==> config.mk <==
export PLATFORM = sky130hd
export DESIGN_NAME = slow_clock_monitor
export DESIGN_NICKNAME = d
export VERILOG_FILES = /design/src/rtl/slow_clk_pkg.sv /design/src/rtl/sync_2ff.sv /design/src/rtl/slow_clock_monitor.sv
export SDC_FILE = /design/constraint.sdc
export NUM_CORES = 1
export LEC_CHECK = 0
export ABC_AREA = 1
export CORE_MARGIN = 2
export CORE_UTILIZATION = 46
export DETAILED_ROUTE_END_ITERATION = 10
export GPL_TIMING_DRIVEN = 1
export PLACE_DENSITY = 0.69
export RECOVER_POWER = 25
export SLEW_MARGIN = 20
export SYNTH_ARGS = -nofsm -noshare
export SYNTH_HDL_FRONTEND = slang
export SYNTH_HIERARCHICAL = 1
export SYNTH_SLANG_ARGS = --single-unit
==> constraint.sdc <==
create_clock -name clock_in -period 3.37 [get_ports clock_in]
set_input_delay 1.011 -clock clock_in [delete_from_list [all_inputs] [get_ports clock_in]]
set_output_delay 1.011 -clock clock_in [all_outputs]
set_load 0.005 [all_outputs]
==> src/rtl/slow_clk_pkg.sv <==
// Shared definitions for the slow clock monitor.
//   state_t      : monitor state (IDLE = no reference edge yet, MEASURE)
//   DEF_CNT_W    : default width of the cycle counters
//   DEF_TIMEOUT  : default loss timeout in fast-clock cycles
package slow_clk_pkg;

  typedef enum logic {
    IDLE    = 1'b0,
    MEASURE = 1'b1
  } state_t;

  localparam int unsigned DEF_CNT_W   = 28;
  localparam logic [27:0] DEF_TIMEOUT = 28'd100000000;

endpackage

==> src/rtl/sync_2ff.sv <==
// One-bit two-flop synchronizer bringing an asynchronous level into the
// clock_in domain. Both flops clear to 0 on a synchronous reset.
//   clock_in : destination clock
//   reset    : synchronous, active-high
//   din      : asynchronous input
//   dout     : synchronized output (second flop)
module sync_2ff (
  input  logic clock_in,
  input  logic reset,
  input  logic din,
  output logic dout
);

  logic sync1;

  always_ff @(posedge clock_in) begin
    if (reset) begin
      sync1 <= 1'b0;
      dout  <= 1'b0;
    end else begin
      sync1 <= din;
      dout  <= sync1;
    end
  end

endmodule

==> src/rtl/slow_clock_monitor.sv <==
// Samples a slow (divided) clock as data in the clock_in domain, measures
// its rise-to-rise period and high time in clock_in cycles, and flags loss
// of the slow clock after TIMEOUT cycles without a rising edge.
//
// Optional feature: define SLOW_CLOCK_MONITOR_DUTY_EN to implement the
// high-time counter. Without it, high_time is tied to 0.
//
// Ports:
//   clock_in   : fast system clock, sole clock of the block
//   reset      : synchronous, active-high
//   clock_sig  : slow clock under test, asynchronous to clock_in
//   rise_tick  : one-cycle pulse per detected rising edge of clock_sig
//   meas_valid : one-cycle pulse, period/high_time updated this cycle
//   period     : last complete rise-to-rise interval (clock_in cycles)
//   high_time  : cycles the synchronized signal was high in that interval
//   clock_lost : level, slow clock considered stopped
module slow_clock_monitor
  import slow_clk_pkg::*;
#(
  parameter int unsigned       CNT_W   = DEF_CNT_W,
  parameter logic [CNT_W-1:0]  TIMEOUT = CNT_W'(DEF_TIMEOUT)
) (
  input  logic             clock_in,
  input  logic             reset,
  input  logic             clock_sig,
  output logic             rise_tick,
  output logic             meas_valid,
  output logic [CNT_W-1:0] period,
  output logic [CNT_W-1:0] high_time,
  output logic             clock_lost
);

  localparam logic [CNT_W-1:0] CNT_MAX      = {CNT_W{1'b1}};
  localparam logic [CNT_W-1:0] TIMEOUT_LAST = TIMEOUT - CNT_W'(1);

  logic             sync2;
  logic             s_prev;
  logic             rise;
  logic [CNT_W-1:0] cnt;
  logic [CNT_W-1:0] hcnt_meas;
  state_t           state;

  sync_2ff u_sync (
    .clock_in (clock_in),
    .reset    (reset),
    .din      (clock_sig),
    .dout     (sync2)
  );

  // Edge detect on the synchronized signal
  always_ff @(posedge clock_in) begin
    if (reset) s_prev <= 1'b0;
    else       s_prev <= sync2;
  end

  assign rise = sync2 & ~s_prev;

  // Cycles since the last rise; saturates so a stopped clock never wraps
  // back into a false timeout window.
  always_ff @(posedge clock_in) begin
    if (reset)                cnt <= '0;
    else if (rise)            cnt <= '0;
    else if (cnt != CNT_MAX)  cnt <= cnt + CNT_W'(1);
  end

`ifdef SLOW_CLOCK_MONITOR_DUTY_EN
  logic [CNT_W-1:0] hcnt;

  // Loads 1 on a rise because the rise cycle itself has sync2 high.
  always_ff @(posedge clock_in) begin
    if (reset)                         hcnt <= '0;
    else if (rise)                     hcnt <= CNT_W'(1);
    else if (sync2 && hcnt != CNT_MAX) hcnt <= hcnt + CNT_W'(1);
  end

  assign hcnt_meas = hcnt;
`else
  assign hcnt_meas = '0;
`endif

  // Monitor FSM with registered outputs. A rise on the timeout cycle takes
  // priority, so a period of exactly TIMEOUT is measured, not flagged lost.
  always_ff @(posedge clock_in) begin
    if (reset) begin
      state      <= IDLE;
      rise_tick  <= 1'b0;
      meas_valid <= 1'b0;
      period     <= '0;
      high_time  <= '0;
      clock_lost <= 1'b0;
    end else begin
      rise_tick  <= rise;
      meas_valid <= 1'b0;
      case (state)
        IDLE: begin
          if (rise) begin
            state      <= MEASURE;
            clock_lost <= 1'b0;
          end
        end
        MEASURE: begin
          if (rise) begin
            period     <= cnt + CNT_W'(1);
            high_time  <= hcnt_meas;
            meas_valid <= 1'b1;
          end else if (cnt == TIMEOUT_LAST) begin
            clock_lost <= 1'b1;
            state      <= IDLE;
          end
        end
        default: state <= IDLE;
      endcase
    end
  end

endmodule

==> flow_summary.ini, run 1 <==
[outcome]
status = completed

[synth]
ys_seq_area_frac = 0.389
synth-seq-cells = 63
synth_area_leaders = dfxtp_1, nand2_1, inv_1, nand3_1, buf_4
yosysTopAreaCell = dfxtp_1
ys_types = 30
avgSynthCellArea_um2 = 6.85
syn_inst = 473
yosysWarnings = 6
synth_top_area_frac = 0.389
synth_area_um2 = 3240

[job]
drv_cap = 0

[worst_setup_path]
r2r_cells = 6
crit_start = reset
r2r-start = u_sync/dout
reg2reg_slack_ns = 1.53
critPathArrivalTime_ns = 2.58
cp.required_ns = 3.66
path_class = in -> reg
crit_end = cnt[20]
critPathMaxFanout = 15
crit_path_start_kind = input port
cp-end-kind = flip-flop
reg2reg_to = period[16]

[layout]
seqCellArea_um2 = 1260
drive_above_1_share = 0.0566
area_growth_pct = 17.1
diodes = 0
fillers = 682
multi_input_area_um2 = 1530
fin_area_um2 = 3800
nets = 511
layout_common_cells = nand2_1, inv_1, dfxtp_1, nand3_1, nor2_1
mostFrequentLayoutCell = nand2_1

[clock_tree]
htreeDepth = 3
tritoncts = yes
cts_root_buf = clkbuf_8
clk_pin_slew_ns = 0.07
cts_setup_buffers = 0
cts_hold_buf = 0
clock_path_buffers = 2
insertion_delay_ns = 0.35
cts_sinks = 63
numCtsBuffers = 9
cts_resized = 0

[min_path]
hp-start = u_sync/sync1
worstHoldPathType = reg -> reg

[timing]
rsz0062_at_grt = false
maxSlewViolCount = 0
max_slew_margin = 0.608
clock.fmax_mhz = 437
setup_tns_ns = 0
period_share = 0.680
finalSetupViolCount = 0
worstMarginPinSlew_ns = 0.586
hold_viol_final = 0
finalHoldWorstSlack_ns = 0.423
fin_worst_skew_ns = 0.00649
min_period_ns = 2.29

[placed_design]
dp_hpwl_um = 5200
postPlaceCellArea_um2 = 3540
portBuffers = 33
gp_congestion = 0.914

[floorplanning]
initial_core_util = 0.477
io_pins = 62
die_h_um = 88.0
core_um2 = 6790
die_w_um = 88.0
die-area_um2 = 7740
rows = 30

[grt]
grt_pass1_vias = 2594
grt_max_degree = 31
grt_usage = 0.201
grt_pass1_wl_um = 11900
grt_overflow = 0
antenna_found_initial = 0

[routing]
drc = 0
totalWireLength_um = 7190
viasPerCell = 4.68
drt-initial-drc-count = 233
vias = 2845
wl_per_cell_um = 11.8
first_pass_iters = 4
drtAntennaViolNets = 0

[power]
p_leak_nw = 1.70
seqPwrFrac = 0.463
switching_share = 0.214
p_per_area_nw_per_um2 = 433
p_comb_frac = 0.035
p_switching_w = 0.000351
p_clk_frac = 0.502
p_int_w = 0.00129
peakVddDrop_mv = 0.352
==> area by class of cell <==
cell class                 count  share of cell area
multi-input combinational    322               0.402
clock buffer                  10              0.0362
timing repair buffer          36              0.0929
tap                           96              0.0316
clock inverter                 6              0.0306
inverter                      75              0.0741
sequential                    63               0.332
==> stage by stage <==
step | cells | utilization | worst slack, ns | power [W]
after floorplan | 500 | - | 1.59 | 0.000837
after detailed placement | 592 | 0.522 | 0.832 | 0.000835
after global placement | 592 | 0.522 | 0.865 | 0.000834
after global routing | 608 | 0.559 | 0.951 | 0.00171
after CTS | 608 | 0.559 | 1.14 | 0.00166
final | 608 | 0.559 | 1.08 | 0.00164
==> logic make-up (layout without fill, tap and decap cells) <==
kind of cell	after synthesis	in the layout	share of synthesized area
DFF	63	63	0.389
buffers and inverters	115	127	0.173
other	1	28	0.00116
adders and majority gates	1	1	0.00386
AOI/OAI and AO/OA	55	55	0.103
and+or+nand+nor	229	229	0.306
xor gates and xnor gates	9	9	0.0243
==> per-layer routing <==
| layer | vias up | routed length (µm) | global-route usage | part of all wire |
|---|---|---|---|---|
| li1 | 1485 | - | - | - |
| met1 | 1273 | 3430 | 0.259 | 0.48 |
| met2 | 80 | 3280 | 0.324 | 0.46 |
| met3 | 7 | 398 | 0.0613 | 0.055 |
| met4 | 0 | 74 | 0.0615 | 0.010 |
| met5 | - | 0 | 0 | 0 |
==> worst max-delay path, stage by stage <==
cell and delay, ns:
dlygate4sd3_1 0.63, inv_1 0.10, nand2_1 0.05, buf_4 0.19, inv_1 0.39, nand2_1 0.11, inv_1 0.07
==> cells in the mapped netlist <==
cell type and n:
a21o_1 2, a21oi_1 17, a31oi_1 2, buf_1 1
buf_2 6, buf_4 28, buf_6 2, clkbuf_1 3
conb_1 1, dfxtp_1 63, ha_1 1, inv_1 74
inv_2 1, nand2_1 115, nand2_2 1, nand2_4 2
nand3_1 49, nand3_2 1, nand3b_1 1, nand4_1 5
nor2_1 46, nor2_2 3, nor2_4 2, nor3_1 3
nor3b_1 1, o211ai_1 3, o21a_1 18, o21ai_0 13
xnor2_1 3, xor2_1 6
==> power groups by stage <==
| stage | clock, W | sequential (W) | combinational [W] |
|---|---|---|---|
| 2_1_floorplan | 0 | 0.000776 | 0.0000606 |
| 3_3_place_gp | 0 | 0.000777 | 0.0000571 |
| 3_5_place_dp | 0 | 0.000777 | 0.0000578 |
| 4_1_cts | 0.000846 | 0.000760 | 0.0000582 |
| 5_1_grt | 0.000879 | 0.000761 | 0.0000668 |
| 6_report | 0.000824 | 0.000760 | 0.0000580 |
==> worst min-delay path by stage <==
stage,end,cells past startpoint
floorplan,u_sync/dout,2
global placement,u_sync/dout,2
detailed placement,u_sync/dout,2
CTS,u_sync/dout,2
global route,u_sync/dout,2
finish,u_sync/dout,2
==> state kept, by name, indices dropped and copies added, names as in the netlist <==
name	cells
u_sync/sync1	1
rise_tick	1
state	1
s_prev	1
clock_lost	1
meas_valid	1
cnt	28
period	28
u_sync/dout	1
Note: power is estimated with default switching activity, not from simulation.
==> inputs of run 2 (changes only) <==
Clock period 3.37 ns to 2.2 ns, I/O delays scaled along.
==> run 2 against run 1 <==
Net effect:
- register-to-register slack got worse by 1.2 ns
- via count grew 0.60%
- worst hold slack worse by 0.015 ns
- global-route usage fell by 0.35 points
- non-clock buffer count is 1 higher
- largest cell class unchanged
==> flow_summary.ini, run 2 (synthesis gave the netlist of run 1 again) <==
[routing]
drt-initial-drc-count = 197
wl_per_cell_um = 11.6
totalWireLength_um = 7070
vias = 2862
viasPerCell = 4.70
drc = 0
drtAntennaViolNets = 0
first_pass_iters = 4

[clock_tree]
cts_setup_buffers = 0
numCtsBuffers = 9
cts_resized = 0
cts_root_buf = clkbuf_8
tritoncts = yes
clock_path_buffers = 2
cts_hold_buf = 0
insertion_delay_ns = 0.35
htreeDepth = 3
clk_pin_slew_ns = 0.07
cts_sinks = 63

[power]
seqPwrFrac = 0.514
peakVddDrop_mv = 0.374
p_clk_frac = 0.446
p_switching_w = 0.000526
switching_share = 0.232
p_per_area_nw_per_um2 = 603
p_leak_nw = 1.67
power_w = 0.00227
p_comb_frac = 0.040
p_int_w = 0.00174

[timing]
max_slew_margin = 0.633
hold_viol_final = 0
finalSetupViolCount = 0
min_period_ns = 1.85
clock.fmax_mhz = 540
rsz0062_at_grt = false
worstMarginPinSlew_ns = 0.551
setup_tns_ns = 0
fin_worst_skew_ns = 0.00716
maxSlewViolCount = 0
period_share = 0.841

[grt]
grt_pass1_vias = 2535
grt_pass1_wl_um = 11600
antenna_found_initial = 0
grt_max_degree = 56
grt_usage = 0.198
grt_overflow = 0

[worst_setup_path]
path_class = reg -> out
crit_path_cell_trace = clkdlybuf4s50_1
critPathArrivalTime_ns = 1.19
crit_path_start_kind = flip-flop
critPathBufInv = 1
max_stage_delay_ns = 0.51
crit_slowest_cell = clkdlybuf4s50_1
cp-end-kind = output port
critPathMaxFanout = 2
cp.required_ns = 1.54
path_delay_family = buffers and inverters

[layout]
mostFrequentLayoutCell = nand2_1
area_growth_pct = 15.9
nets = 512
diodes = 0
drive_above_1_share = 0.0526
layout_common_cells = nand2_1, inv_1, dfxtp_1, nand3_1, nor2_1
top_regs = cnt (28), period (28)
fillers = 664

[floorplanning]
die_w_um = 88.0
die_h_um = 88.0
die-area_um2 = 7740
core_um2 = 6790
io_pins = 62
initial_core_util = 0.477
rows = 30

[outcome]
status = completed

[placed_design]
portBuffers = 33
gp_congestion = 0.925
dp_hpwl_um = 5010

[min_path]
worstHoldPathType = reg -> reg

[job]
drv_cap = 0
==> run 2: final cells by class <==
class	instances	area, µm²	area share
repair buffers	37	367	0.0976
well taps	96	120	0.0320
flip-flops and latches	63	1260	0.336
clock buffers	11	141	0.0376
clock inverters	5	57.6	0.0153
multi-input cells	322	1530	0.407
inverters	75	282	0.0750
==> run 2: path summary, 6_finish.rpt <==
check | slack (ns) | start | to | depth (start not counted)
worst min-delay path | 0.41 | u_sync/sync1 | u_sync/dout | 2
worst max register to register | 0.37 | cnt[0] | cnt[22] | 9
worst max-delay path | 0.35 | clock_lost | clock_lost | 1
worst min register to register | 0.41 | u_sync/sync1 | u_sync/dout | 2
==> run 2: per-stage QoR <==
step | hold slack (ns) | worst slack [ns] | instances | instance area (µm²) | utilization
2_1_floorplan | 0.388 | 0.716 | 500 | 3340 | -
3_3_place_gp | 0.401 | 0.340 | 593 | 3560 | 0.524
3_5_place_dp | 0.401 | 0.300 | 593 | 3560 | 0.524
4_1_cts | 0.413 | 0.327 | 609 | 3760 | 0.554
5_1_grt | 0.439 | 0.194 | 609 | 3760 | 0.553
6_report | 0.409 | 0.349 | 609 | 3760 | 0.553
==> run 2: per-layer routing <==
metal,vias to the layer above,wire length (µm),global-route usage
li1,1484,-,-
met1,1277,3340,0.256
met2,88,3140,0.307
met3,13,471,0.0575
met4,0,128,0.0839
met5,-,0,0
==> run 2: power by group through the flow <==
stage	registers (W)	logic (W)	clock network (W)
2_1_floorplan	0.00119	0.0000929	0
4_1_cts	0.00116	0.0000917	0.00104
6_report	0.00116	0.0000898	0.00101
3_5_place_dp	0.00119	0.0000911	0
3_3_place_gp	0.00119	0.0000902	0
5_1_grt	0.00117	0.000104	0.00108
==> inputs of run 3 (changes only) <==
Clock period 2.2 ns to 1.95 ns, I/O delays scaled along.
==> run 3 against run 2 <==
Net effect:
- core utilization is 0.17 points higher
- clock skew rose by 0.0041 ns
- first-iteration DRC count shrank 12%
- sequential power grew 13%
- flip-flop and latch count is the same
- clock power up 15%
- cell count increased by 0.16%
- count of clock-buffer cells in the layout fell by 1
- combinational power increased by 12%
- sequential share of layout area shrank 0.10 points
- largest cell class unchanged
==> flow_summary.ini, run 3 (synthesis gave the netlist of run 1 again) <==
[clock_tree]
cts_sinks = 63
cts_hold_buf = 0
insertion_delay_ns = 0.33
htreeDepth = 3
clk_pin_slew_ns = 0.07
cts_root_buf = clkbuf_8
clock_path_buffers = 2
numCtsBuffers = 9
tritoncts = yes

[routing]
drtAntennaViolNets = 0
vias = 2859
drt-initial-drc-count = 173
wl_per_cell_um = 11.7
totalWireLength_um = 7150
viasPerCell = 4.69
first_pass_iters = 6
drc = 0

[worst_setup_path]
path_delay_family = buffers and inverters
crit_cells = 1
reg2reg_slack_ns = 0.20
crit_path_start_kind = flip-flop
crit_slowest_cell = clkdlybuf4s50_1
cp-end-kind = output port
crit_start = clock_lost
crit_end = clock_lost
critPathArrivalTime_ns = 1.19
crit_path_cell_trace = clkdlybuf4s50_1
max_stage_delay_ns = 0.51
cp.required_ns = 1.36
r2r_cells = 9
path_class = reg -> out
critPathMaxFanout = 2
r2r-start = cnt[0]
reg2reg_to = cnt[27]
critPathBufInv = 1

[grt]
grt_pass1_wl_um = 11800
grt_max_degree = 35
grt_usage = 0.197
antenna_found_initial = 0
grt_overflow = 0
grt_pass1_vias = 2509

[outcome]
status = completed

[timing]
clock.fmax_mhz = 565
fin_worst_skew_ns = 0.0112
setup_tns_ns = 0
hold_viol_final = 0
finalSetupViolCount = 0
maxSlewViolCount = 0
period_share = 0.908
worstMarginPinSlew_ns = 0.627
max_slew_margin = 0.582
rsz0062_at_grt = false
min_period_ns = 1.77
finalHoldWorstSlack_ns = 0.414

[power]
p_leak_nw = 1.67
p_per_area_nw_per_um2 = 682
peakVddDrop_mv = 0.491

[layout]
drive_above_1_share = 0.0584
mostFrequentLayoutCell = nand2_1
area_growth_pct = 16.2
layout_common_cells = nand2_1, inv_1, dfxtp_1, nand3_1, nor2_1
nets = 513
top_regs = cnt (28), period (28)
diodes = 0
fillers = 692

[placed_design]
portBuffers = 33
dp_hpwl_um = 5350
gp_congestion = 0.885

[min_path]
worstHoldPathType = reg -> reg

[floorplanning]
rows = 30
die_w_um = 88.0
io_pins = 62
core_um2 = 6790
die_h_um = 88.0
initial_core_util = 0.477
die-area_um2 = 7740

[job]
drv_cap = 0
==> run 3: cell count changes in the layout (fill, tap and decap cells not counted), sizes merged <==
cell / change
clkinv: +1
buf: +1
clkbuf: -1
==> run 3: report_power, final <==
group	internal [W]	switching, W	leakage, nW	total (W)
logic	0.0000378	0.0000634	1.07	0.000101
clock network	0.000629	0.000526	0.0947	0.00116
registers	0.00130	0.0000114	0.509	0.00131
total	0.00197	0.000601	1.67	0.00257
==> run 3: per-layer routing <==
layer / track usage / up-vias / share of wire
met5: 0 / - / 0
met4: 0.0476 / 0 / 0.0062
met3: 0.0434 / 4 / 0.053
li1: - / 1493 / -
met1: 0.270 / 1276 / 0.48
met2: 0.319 / 86 / 0.46
==> run 3: how the worst min path moves through the flow <==
stage	startpoint	cells after the start	end	slack, ns
floorplan	u_sync/sync1	2	u_sync/dout	0.39
global placement	u_sync/sync1	2	u_sync/dout	0.40
detailed placement	u_sync/sync1	2	u_sync/dout	0.40
CTS	u_sync/sync1	2	u_sync/dout	0.41
global route	u_sync/dout	2	s_prev	0.45
finish	u_sync/sync1	2	u_sync/dout	0.41
==> run 3: metrics by stage <==
step           worst slack [ns]  area (µm²)  utilization  instances  power (W)
2_1_floorplan             0.466        3340            -        500    0.00145
3_3_place_gp              0.165        3570        0.526        594    0.00145
3_5_place_dp              0.130        3570        0.526        594    0.00145
5_1_grt                  0.0320        3770        0.555        610    0.00269
6_report                  0.180        3770        0.555        610    0.00257
4_1_cts                   0.173        3780        0.556        610    0.00259
==> run 3: timing repair <==
item / CTS / global route
setup buffers: 0 / 0
resized for setup: 0 / 1
endpoints found under the setup margin: 0 / 1
==> run 3: layout make-up <==
cell class,instances,area (µm²),share of cell area
well taps,96,120,0.0319
clock inverters,6,70.1,0.0186
flip-flops and latches,63,1260,0.335
repair buffers,38,374,0.0993
multi-input cells,322,1520,0.404
inverters,75,282,0.0747
clock buffers,10,138,0.0365
